[src/rtl/fetch_unit.sv]
`default_nettype none
// +--------------------------------------------------------------------------+
// | fetch_unit : credit-limited instruction fetch with redirect squash queue  |
// | Revision   : 1.0                                                          |
// +--------------------------------------------------------------------------+
module fetch_unit #(
    parameter int               XLEN         = 32,
    parameter int               DEPTH        = 4,
    parameter logic [XLEN-1:0]  RESET_VECTOR = '0
) (
    input  logic            clk,
    input  logic            rst,
    output logic            imem_req_valid,
    input  logic            imem_req_ready,
    output logic [XLEN-1:0] imem_req_addr,
    input  logic            imem_rsp_valid,
    input  logic [XLEN-1:0] imem_rsp_data,
    input  logic            redirect_valid,
    input  logic [XLEN-1:0] redirect_pc,
    output logic            out_valid,
    input  logic            out_ready,
    output logic [XLEN-1:0] out_inst,
    output logic [XLEN-1:0] out_pc,
    output logic [XLEN-1:0] out_pc_plus4
);

    localparam int              AW        = $clog2(DEPTH);
    localparam int              CW        = AW + 1;
    localparam int              DEPTH_I   = DEPTH;
    localparam logic [CW:0]     OCC_LIMIT = DEPTH_I[CW:0];
    localparam logic [XLEN-1:0] PC_STEP   = {{(XLEN-3){1'b0}}, 3'b100};

    logic [XLEN-1:0] fetch_pc;
    logic [XLEN-1:0] rsp_pc;
    logic [XLEN-1:0] pc_mem   [DEPTH];
    logic [XLEN-1:0] pcp4_mem [DEPTH];
    logic [XLEN-1:0] inst_mem [DEPTH];
    logic [AW-1:0]   rd_ptr;
    logic [AW-1:0]   wr_ptr;
    logic [CW-1:0]   count;
    logic [CW-1:0]   inflight;
    logic [CW-1:0]   discard;

    logic            req_fire;
    logic            rsp_ok;
    logic            push;
    logic            pop;
    logic [CW-1:0]   fire_inc;
    logic [CW-1:0]   rsp_dec;
    logic [CW-1:0]   push_inc;
    logic [CW-1:0]   pop_dec;
    logic [XLEN-1:0] target_pc;
    logic [XLEN-1:0] rsp_pc_next;
    logic            unused_redirect_lo;

    assign unused_redirect_lo = ^redirect_pc[1:0];
    assign target_pc          = {redirect_pc[XLEN-1:2], 2'b00};
    assign rsp_pc_next        = rsp_pc + PC_STEP;

    // Credit rule: queued plus outstanding never exceeds the queue depth.
    assign imem_req_valid = rst && !redirect_valid &&
                            (({1'b0, count} + {1'b0, inflight}) < OCC_LIMIT);
    assign imem_req_addr  = fetch_pc;
    assign req_fire       = imem_req_valid && imem_req_ready;

    // Responses arriving with nothing outstanding are stray and ignored.
    assign rsp_ok = imem_rsp_valid && (inflight != '0);
    assign push   = rsp_ok && (discard == '0) && !redirect_valid;

    assign out_valid    = (count != '0) && !redirect_valid;
    assign pop          = out_valid && out_ready;
    assign out_inst     = inst_mem[rd_ptr];
    assign out_pc       = pc_mem[rd_ptr];
    assign out_pc_plus4 = pcp4_mem[rd_ptr];

    assign fire_inc = {{(CW-1){1'b0}}, req_fire};
    assign rsp_dec  = {{(CW-1){1'b0}}, rsp_ok};
    assign push_inc = {{(CW-1){1'b0}}, push};
    assign pop_dec  = {{(CW-1){1'b0}}, pop};

    always_ff @(posedge clk or negedge rst) begin
        if (!rst) begin
            fetch_pc <= RESET_VECTOR;
            rsp_pc   <= RESET_VECTOR;
            rd_ptr   <= '0;
            wr_ptr   <= '0;
            count    <= '0;
            inflight <= '0;
            discard  <= '0;
            for (int i = 0; i < DEPTH; i++) begin
                pc_mem[i]   <= '0;
                pcp4_mem[i] <= '0;
                inst_mem[i] <= '0;
            end
        end else if (redirect_valid) begin
            // Everything still outstanding belongs to the old path.
            fetch_pc <= target_pc;
            rsp_pc   <= target_pc;
            rd_ptr   <= '0;
            wr_ptr   <= '0;
            count    <= '0;
            inflight <= inflight - rsp_dec;
            discard  <= inflight - rsp_dec;
        end else begin
            if (req_fire) begin
                fetch_pc <= fetch_pc + PC_STEP;
            end
            inflight <= inflight + fire_inc - rsp_dec;
            if (rsp_ok && (discard != '0)) begin
                discard <= discard - 1'b1;
            end
            if (push) begin
                pc_mem[wr_ptr]   <= rsp_pc;
                pcp4_mem[wr_ptr] <= rsp_pc_next;
                inst_mem[wr_ptr] <= imem_rsp_data;
                wr_ptr           <= wr_ptr + 1'b1;
                rsp_pc           <= rsp_pc_next;
            end
            if (pop) begin
                rd_ptr <= rd_ptr + 1'b1;
            end
            count <= count + push_inc - pop_dec;
        end
    end

endmodule
`default_nettype wire

[config.mk]
export PLATFORM = sky130hd
export DESIGN_NAME = fetch_unit
export DESIGN_NICKNAME = d
export VERILOG_FILES = /design/src/rtl/fetch_unit.sv
export SDC_FILE = /design/constraint.sdc
export NUM_CORES = 1
export LEC_CHECK = 0
export ABC_CLOCK_PERIOD_IN_PS = 8800
export CAP_MARGIN = 20
export CORE_MARGIN = 5
export CORE_UTILIZATION = 42
export CTS_CLUSTER_SIZE = 12
export DETAILED_ROUTE_END_ITERATION = 10
export GPL_TIMING_DRIVEN = 0
export PLACE_DENSITY = 0.6
export SYNTH_ARGS = -nofsm -noshare
export SYNTH_HDL_FRONTEND = slang
export SYNTH_SLANG_ARGS = --single-unit
[constraint.sdc]
create_clock -name clk -period 8.8 [get_ports clk]
set_input_delay 0.88 -clock clk [delete_from_list [all_inputs] [get_ports clk]]
set_output_delay 0.88 -clock clk [all_outputs]
set_load 0.005 [all_outputs]
# Word level (Yosys, flattened, before mapping)

Cells that the tools add are included.
Widths: inputs -> output; s select.

Bits in registers: 461
Latch bits: 0
Memory bits (writable): 0
Memory bits (read-only): 0
Output and inout bits: 130
Logic and storage cells: 83
Memories: 0

Add/subtract/negate cells: 11
Multipliers: 0
Div/mod/pow operators: 0
Magnitude comparators: 4
Equal/unequal tests: 0
Shift operators: 0
Multiplexer cells: 26
Bitwise logic cells: 3
Reduce and logical (&&, ||, !) cells: 20

Operators with widths:

| cell                  | number |
|---|---|
| $bwmux 128            | 3 |
| $mux 32               | 11 |
| $bmux 32 s2           | 3 |
| $add 32x3->32 const B | 2 |
| $demux 32 s2          | 1 |
| $mux 3                | 4 |
| $logic_and 1x1->1     | 10 |
| $reduce_bool 3->1     | 3 |
| $sub 3x1->3           | 3 |
| $mux 2                | 4 |
| $reduce_bool 2->1     | 4 |
| $add 3x1->3           | 2 |
| $ge 3x3->1 const B    | 2 |
| $not 2->3             | 2 |
| $add 2x1->2 const B   | 2 |
| $add 3x3->4           | 1 |
| $lt 4x3->1 const B    | 1 |
| $logic_not 3->1       | 1 |
| $lt 3x1->1 const B    | 1 |
| $sub 3x1->3 const B   | 1 |
| $reduce_and 2->1      | 1 |
| $logic_not 1->1       | 1 |
| $not 1->1             | 1 |

# Logic depth before layout (Yosys ltp)

Gate-level depths: netlist of the first run.

Depth in word-level cells: 7
Mapped depth: 13
Depth with buffers taken out: 12

# Worst setup path before layout of the first run

No wires, ideal clock.

Path kind: input-to-reg
From: input port redirect_valid
To: register inflight[2]
Arrival time: 3.127 ns
Required time: 8.721 ns
Path slack: 5.594 ns
Cell stages on the path: 13
Path buffers: 3
Path through: buf_2 nor3b_1 and4_1 inv_1 buf_2 buf_2 ha_1 inv_1 ha_1 fa_1 xor2_1 o21ai_0 xor2_1

Word-level cells in the longest chain between the ends: 7

Ends and longest elaborated chain:

| what                           | line | source |
|---|---|---|
| from (decl)                    | 18   | `input logic redirect_valid,` |
| $logic_not 1->1                | 61   | `assign imem_req_valid = rst && !redirect_valid &&` |
| $logic_and 1x1->1 (2 in a row) | 61   |  |
| $logic_and 1x1->1              | 64   | `assign req_fire = imem_req_valid && imem_req_ready;` |
| $add 3x1->3                    | 108  | `inflight <= inflight + fire_inc - rsp_dec;` |
| $sub 3x1->3                    | 108  |  |
| $mux 3 (*)                     | 95   | `end else if (redirect_valid) begin` |
| to (signal assigned)           | 102  | `inflight <= inflight - rsp_dec;` |
| to (signal assigned)           | 108  |  |
| to (decl)                      | 41   | `logic [CW-1:0] inflight;` |

Mark *: on every way between the ends. The rest lies on a longest branch, timed or not.
A chain may end at the register's enable or synchronous reset.

# Worst setup path after layout of the first run

From: input port redirect_valid
To: output port out_valid

Word-level cells in the longest chain between the ends: 2

Ends and longest elaborated chain:

| what              | line | source |
|---|---|---|
| $logic_not 1->1   | 70   | `assign out_valid = (count != '0) && !redirect_valid;` |
| $logic_and 1x1->1 | 70   |  |
| to (decl)         | 20   | `output logic out_valid,` |

Every way passes these cells.

==> flow_summary_export.csv, run 1 <==
group,metric,value,unit
status,status,"completed",
global_route,antenna_found_initial,0,
logic_synthesis,synth_top_family_by_area,"multiplexers",
cts,postCtsSetupRepairBufs,0,
logic_synthesis,yosysWarningCount,0,
global_route,grt_max_degree,120,
sta,fmax,0.231,GHz
cts,postCtsHoldBufs,0,
floorplan,rows,80,
final_layout,design_area,24700,sq um
logic_synthesis,syn_avg_cell_area,12.8,sq um
sta,fin_crit_sh,49.2,%
route,route.detailed.drc,0,
sta,rsz0062_at_grt,"false",
sta,fin_skew,0.0205,ns
critical_path,critPathRequiredTime,7.92,ns
power,powerDensity,278,nW/um^2
sta,finalMaxSlewViolations,0,
min_path,hp-class,"input pin to async pin",
global_route,grtUsageTotal,20.4,%
floorplan,start_util,42.6,%
critical_path,r2r_end,"inflight[2]",
power,p_leak,0.0108,uW
critical_path,rr_worst_depth,13,
critical_path,crit_type,"input pin to primary output",
global_route,grt-ovfl-total,0,
critical_path,worst-path-max-fanout,10,
cts,cts_root_buffer,"clkbuf_16",
place,gp_congestion,0.878,
sta,hold_viol,0,
floorplan,core,47800,sq um
logic_synthesis,synth_xor_area_share,2.96,%
route,dr.first_iter.drc_count,803,
cts,clk_pin_slew,0.06,ns
logic_synthesis,synthMuxAreaShare,24.0,%
place,port_buffers,191,
critical_path,timing.rr.start,"inflight[2]",
critical_path,worst_ep_arrival_time,3.45,ns
cts,clockBufferDepth,3,
sta,period_minus_slack,4.33,ns
power,ir_drop,0.140,mV
logic_synthesis,yosysSeqAreaShare,54.1,%
floorplan,ioPinCount,200,
route,vias_per_cell,5.48,
floorplan,die_width,230,um
route,wire_per_inst,21.6,um
cts,cts_max_level,2,
critical_path,cp-end-kind,"primary output",
logic_synthesis,yosys_most_used_dff,"dfrtp_1",
sta,setup_viol,0,
floorplan,die_h,230,um
cts,clock_sinks,441,
critical_path,ff2ff_setup_slack,5.68,ns
route,drtPass1Iterations,4,
sta,worstMarginPinSlew,1.29,ns
logic_synthesis,synthAdderAreaFrac,1.18,%
global_route,grt_pass1_vias,14300,
cts,cts_made_buffers,49,
logic_synthesis,synth-simple-area-share,8.47,%
sta,postLayoutSetupSlackWorst,4.47,ns
final_layout,area_growth,21.4,%
final_layout,layout-drive-gt1-share,27.3,%
logic_synthesis,synth_edf_count,0,
final_layout,n_antenna_cell,0,
place,detailedPlace.worstSlack,4.21,ns
logic_synthesis,syn_inst,1588,
logic_synthesis,netlist-cell-type-count,54,
cts,clock_latency,0.58,ns
logic_synthesis,synth_compound_area_share,5.72,%
logic_synthesis,synthArstFlopShare,100,%
route,num_vias,13600,
sta,slew_headroom,13.7,%
critical_path,critPathLaunchType,"input pin",
logic_synthesis,syn_area,20400,sq um
place,dpl_cell_area,23200,sq um
place,dpl.hpwl,37800,um
route,routed_wl,53700,um
cts,cts_tree,"yes",
cts,cts_resized,0,
logic_synthesis,yosys_register_bits,441,
floorplan,dieArea,53000,sq um
job,max_cap_viol_count,0,
final_layout,layout.nets,1927,
route,ant_nets,0,
global_route,grt_pass1_wl,85700,um
## area by class of cell
class / count / area (sq um)
plain buffers: 132 / 642
fillers: 4192 / 23100
flip-flops and latches: 441 / 11000
inverters: 22 / 82.6
multi-input cells: 998 / 8650
repair buffers: 195 / 2030
well taps: 615 / 769
clock inverters: 14 / 139
clock buffers: 69 / 1400
## through the flow
stage                     cells  setup TNS [ns]  hold slack, ns  util, %  total power (uW)
after floorplan            1593               0           0.445        -              3890
after global placement     2399        -5798.99           0.456     48.3              4920
after detailed placement   2403               0           0.465     48.5              4970
after CTS                  2486               0          0.0460     51.7              6970
after global routing       2486               0          0.0467     51.7              7270
final                      2486               0          0.0751     51.7              6870
## where the power goes
part           internal, uW  leakage (uW)  switching, uW
logic                  1260       0.00422            886
registers              2490       0.00587            255
clock network          1160      0.000753            815
total                  4920        0.0108           1960
## sequential cells by signal, indices dropped and copies added, names as in the netlist
| signal | flops |
|---|---|
| rd_ptr | 2 |
| inst_mem | 128 |
| imem_req_addr | 30 |
| rsp_pc | 30 |
| count | 3 |
| pc_mem | 120 |
| inflight | 3 |
| discard | 3 |
| pcp4_mem | 120 |
| wr_ptr | 2 |
## synth_stat cells, types with 4 or more instances
| cell type | number | area share (%) |
|---|---|---|
| dfrtp_1 | 441 | 54 |
| mux2_2 | 249 | 14 |
| nand2_1 | 186 | 3.4 |
| o21ai_0 | 154 | 3.8 |
| mux4_2 | 92 | 10 |
| buf_2 | 51 | 1.3 |
| xnor2_1 | 45 | 1.9 |
| clkbuf_1 | 44 | 0.81 |
| nor2_1 | 34 | 0.63 |
| nand3_1 | 29 | 0.71 |
| nand4_1 | 27 | 0.83 |
| xor2_1 | 24 | 1.0 |
| inv_1 | 22 | 0.41 |
| o211ai_1 | 17 | 0.63 |
| buf_1 | 16 | 0.29 |
| ha_1 | 16 | 0.98 |
| buf_4 | 15 | 0.55 |
| nor3_1 | 15 | 0.37 |
| nor4_1 | 12 | 0.37 |
| o21ai_1 | 12 | 0.29 |
| o311ai_0 | 7 | 0.30 |
| a21oi_1 | 6 | 0.15 |
| a31oi_1 | 5 | 0.15 |
| and2_1 | 5 | 0.15 |
| and4_1 | 5 | 0.21 |
| and3_1 | 4 | 0.12 |
| nand2b_1 | 4 | 0.12 |
| nor3_2 | 4 | 0.20 |
## cells by family after synthesis
logic type	after synthesis
flip-flops	441
AND/OR/NAND/NOR	352
multiplexers	342
AO/OA/AOI/OAI	211
buffers and inverters	154
XOR/XNOR	69
adder cells (fa/ha/maj)	18
other	1
## per-layer routing
metal / vias to the layer above / global-route usage [%] / routed length, um
met3: 58 / 4.18 / 2830
met2: 339 / 32.5 / 25500
met4: 0 / 4.13 / 938
met5: - / 0 / 0
li1: 6190 / - / -
met1: 7045 / 29.5 / 24400
## cells in the final DEF (no fill, tap or decap), types with 4 or more instances in the layout
cell type        count
buf_1               16
mux2_2             249
and2_1               5
clkdlybuf4s50_1    190
o21ai_1             12
xnor2_1             45
mux4_2              92
o311ai_0             7
nor3_1              15
clkinv_2             6
conb_1               6
nor2_1              34
nand2_1            186
inv_1               22
dfrtp_1            441
buf_16               4
nor3_2               4
buf_4               15
nor4_1              12
clkbuf_8            10
o211ai_1            17
nand3_1             29
clkbuf_1            54
a21oi_1              6
nand4_1             27
o21ai_0            154
and3_1               4
a31oi_1              5
buf_2               51
ha_1                16
nand2b_1             4
and4_1               5
xor2_1              24
clkbuf_16           49
## worst max-delay path, stage by stage
cell,delay [ns]
clkdlybuf4s50_1,0.53
buf_2,0.25
clkbuf_1,0.48
clkbuf_1,0.71
nor2_1,0.12
clkdlybuf4s50_1,0.48
## worst max-delay path by stage
| stage | from | cells past startpoint | to |
|---|---|---|---|
| floorplan | redirect_valid | 13 | inflight[2] |
| global placement | rst | 1 | pc_mem[26] |
| detailed placement | rst | 15 | inflight[2] |
| CTS | redirect_valid | 6 | out_valid |
| global route | redirect_valid | 6 | out_valid |
| finish | redirect_valid | 6 | out_valid |
(Power assumes the default switching activity.)
==> run 2: changes to the inputs <==
--- a/config.mk
+++ b/config.mk
@@ -5,14 +5,14 @@
 export SDC_FILE = /design/constraint.sdc
 export NUM_CORES = 1
 export LEC_CHECK = 0
-export ABC_CLOCK_PERIOD_IN_PS = 8800
+export ABC_CLOCK_PERIOD_IN_PS = 3600
 export CAP_MARGIN = 20
 export CORE_MARGIN = 5
 export CORE_UTILIZATION = 42
 export CTS_CLUSTER_SIZE = 12
 export DETAILED_ROUTE_END_ITERATION = 10
 export GPL_TIMING_DRIVEN = 0
-export PLACE_DENSITY = 0.6
+export PLACE_DENSITY = 0.62
 export SYNTH_ARGS = -nofsm -noshare
 export SYNTH_HDL_FRONTEND = slang
 export SYNTH_SLANG_ARGS = --single-unit
==> constraint.sdc (replaced) <==
create_clock -name clk -period 3.6 [get_ports clk]
set_input_delay 0.36 -clock clk [delete_from_list [all_inputs] [get_ports clk]]
set_output_delay 0.36 -clock clk [all_outputs]
set_load 0.005 [all_outputs]
==> flow_summary_export.csv, run 2 (synthesis gave the netlist of run 1 again) <==
group,metric,value,unit
global_route,grt_busiest_layer,"met2",
place,dp.cells,2402,
sta,hold_viol,0,
final_layout,register_area,11000,sq um
global_route,grtUsageTotal,20.2,%
final_layout,layout.nets,1927,
final_layout,multi_input_area,8650,sq um
final_layout,layout.cells.non_filler,2489,
place,dpl_cell_area,23200,sq um
sta,rsz0062_at_grt,"false",
global_route,grt-ovfl-total,0,
floorplan,ioPinCount,200,
floorplan,dieArea,53000,sq um
min_path,worstHoldStart,"redirect_pc[26]",
power,powerDensity,681,nW/um^2
final_layout,area_growth,21.9,%
sta,finalMaxSlewViolations,0,
place,dpl.hpwl,37500,um
power,switching_power,4840,uW
global_route,antenna_found_initial,0,
global_route,grt_max_degree,122,
sta,fin_crit_sh,95.6,%
final_layout,layout-drive-gt1-share,27.5,%
floorplan,core,47800,sq um
floorplan,rows,80,
cts,clock_sinks,441,
global_route,grt_use_met1,28.4,%
critical_path,worst-path-max-fanout,10,
status,status,"completed",
route,route.detailed.drc,0,
final_layout,fillers,4143,
route,drtPass1Iterations,5,
sta,slew_headroom,18.6,%
route,wire_per_inst,21.6,um
route,vias_per_cell,5.49,
power,p_int,12100,uW
critical_path,cp-end-kind,"primary output",
final_layout,design_area,24900,sq um
route,dr.first_iter.drc_count,887,
global_route,grtUsageMet2,32.3,%
floorplan,die_h,230,um
critical_path,rr_worst_depth,13,
power,power.share.sequential,39.7,%
cts,cts_tree,"yes",
critical_path,worst_ep_arrival_time,3.08,ns
critical_path,r2r_end,"inflight[2]",
final_layout,n_antenna_cell,0,
min_path,holdPathEnd,"rsp_pc[26]",
global_route,grt_use_met3,3.65,%
critical_path,ff2ff_setup_slack,0.45,ns
route,num_vias,13700,
final_layout,largest_register_ff_count,128,
floorplan,die_width,230,um
sta,setup_viol,0,
cts,clk_pin_slew,0.06,ns
final_layout,largestRegisters,"inst_mem: 128 flops, pc_mem: 120 flops, pcp4_mem: 120 flops",
cts,clockBufferDepth,3,
route,ant_nets,0,
cts,clock_latency,0.59,ns
critical_path,critPathLaunchType,"flip-flop",
critical_path,timing.rr.start,"inflight[2]",
cts,cts_made_buffers,48,
critical_path,critPathRequiredTime,3.24,ns
cts,postCtsSetupRepairBufs,0,
min_path,whs_path_depth,3,
route,routed_wl,53800,um
global_route,grt_pass1_wl,84700,um
global_route,grt_pass1_vias,14500,
sta,worstMarginPinSlew,1.22,ns
sta,fmax,0.290,GHz
power,p_leak,0.0109,uW
power,comb_power_share,31.3,%
job,max_cap_viol_count,0,
critical_path,crit_type,"flip-flop to primary output",
cts,cts_root_buffer,"clkbuf_16",
power,clkPwrFrac,29.0,%
final_layout,regMostFlops,"inst_mem",
sta,period_minus_slack,3.44,ns
place,gp_congestion,0.911,
floorplan,start_util,42.6,%
final_layout,final_common_cell,"dfrtp_1",
sta,fin_skew,0.0200,ns
min_path,hp-class,"input pin to flip-flop",
place,port_buffers,191,
power,ir_drop,0.409,mV
final_layout,final_cell_mix,"dfrtp_1, mux2_2, clkdlybuf4s50_1",
power,swShare,28.6,%
cts,cts_max_level,2,
==> run 2: cell count changes in the layout (fill, tap and decap cells not counted), sizes merged <==
cell,change
clkinv,+1
buf,-1
clkinvlp,-3
clkdlybuf4s15,+1
inv,+1
dlygate4sd3,+1
clkbuf,+3
==> run 2: through the flow <==
step                hold WS, ns  utilization, %  TNS (ns)  setup slack, ns  power (uW)
floorplan                0.0644               -         0            0.816        9520
global placement          0.456            48.3  -7920.38           -16.93       12000
detailed placement        0.466            48.4    -0.836           -0.534       12200
CTS                       0.330            51.8         0           0.0215       17200
global route              0.379            51.9         0           0.0394       17900
finish                    0.363            51.9         0            0.157       16900
==> run 2: worst max-delay path by stage <==
stage	startpoint	endpoint	slack, ns	depth (start not counted)
after floorplan	inflight[2]	inflight[2]	0.82	13
after detailed placement	rst	inflight[2]	-0.53	14
after global placement	rst	pc_mem[26]	-16.93	1
after CTS	rst	inflight[2]	0.02	15
after global routing	rd_ptr[0]	out_pc_plus4[16]	0.04	4
final	rd_ptr[0]	out_pc_plus4[16]	0.16	4
==> run 2: cell type report <==
type                    instances  share of cell area [%]
plain buffers                 130                    2.61
clock buffers                  72                    5.76
clock inverters                13                   0.599
inverters                      22                   0.332
multi-input cells             998                    34.8
flip-flops and latches        441                    44.4
well taps                     615                    3.10
repair buffers                198                    8.40
==> run 2: worst max-delay path, stage by stage (launching register included) <==
cell and delay (ns):
dfrtp_1 0.60, buf_2 0.39, buf_2 0.42, mux4_2 0.58
clkdlybuf4s50_1 0.51
==> run 2: repair_timing <==
| action | CTS | global route |
|---|---|---|
| cloned | 0 | 2 |
| setup endpoints to repair | 55 | 2 |
| hold buffers | 2 | 0 |
| gates resized for setup | 5 | 0 |
| hold endpoints to repair | 100 | 0 |
==> run 2: power groups by stage <==
| stage | combinational [uW] | sequential, uW | clock (uW) |
|---|---|---|---|
| 4_1_cts | 5400 | 6720 | 5030 |
| 6_report | 5290 | 6720 | 4920 |
| 3_5_place_dp | 5380 | 6790 | 0 |
| 5_1_grt | 5780 | 6860 | 5250 |
| 2_1_floorplan | 2930 | 6590 | 0 |
| 3_3_place_gp | 5270 | 6750 | 0 |
==> run 2: routing by layer <==
| metal | routed length [um] | share of wire, % |
|---|---|---|
| met1 | 23800 | 44 |
| met2 | 25500 | 47 |
| met3 | 3110 | 5.8 |
| met4 | 1360 | 2.5 |
| met5 | 0 | 0 |
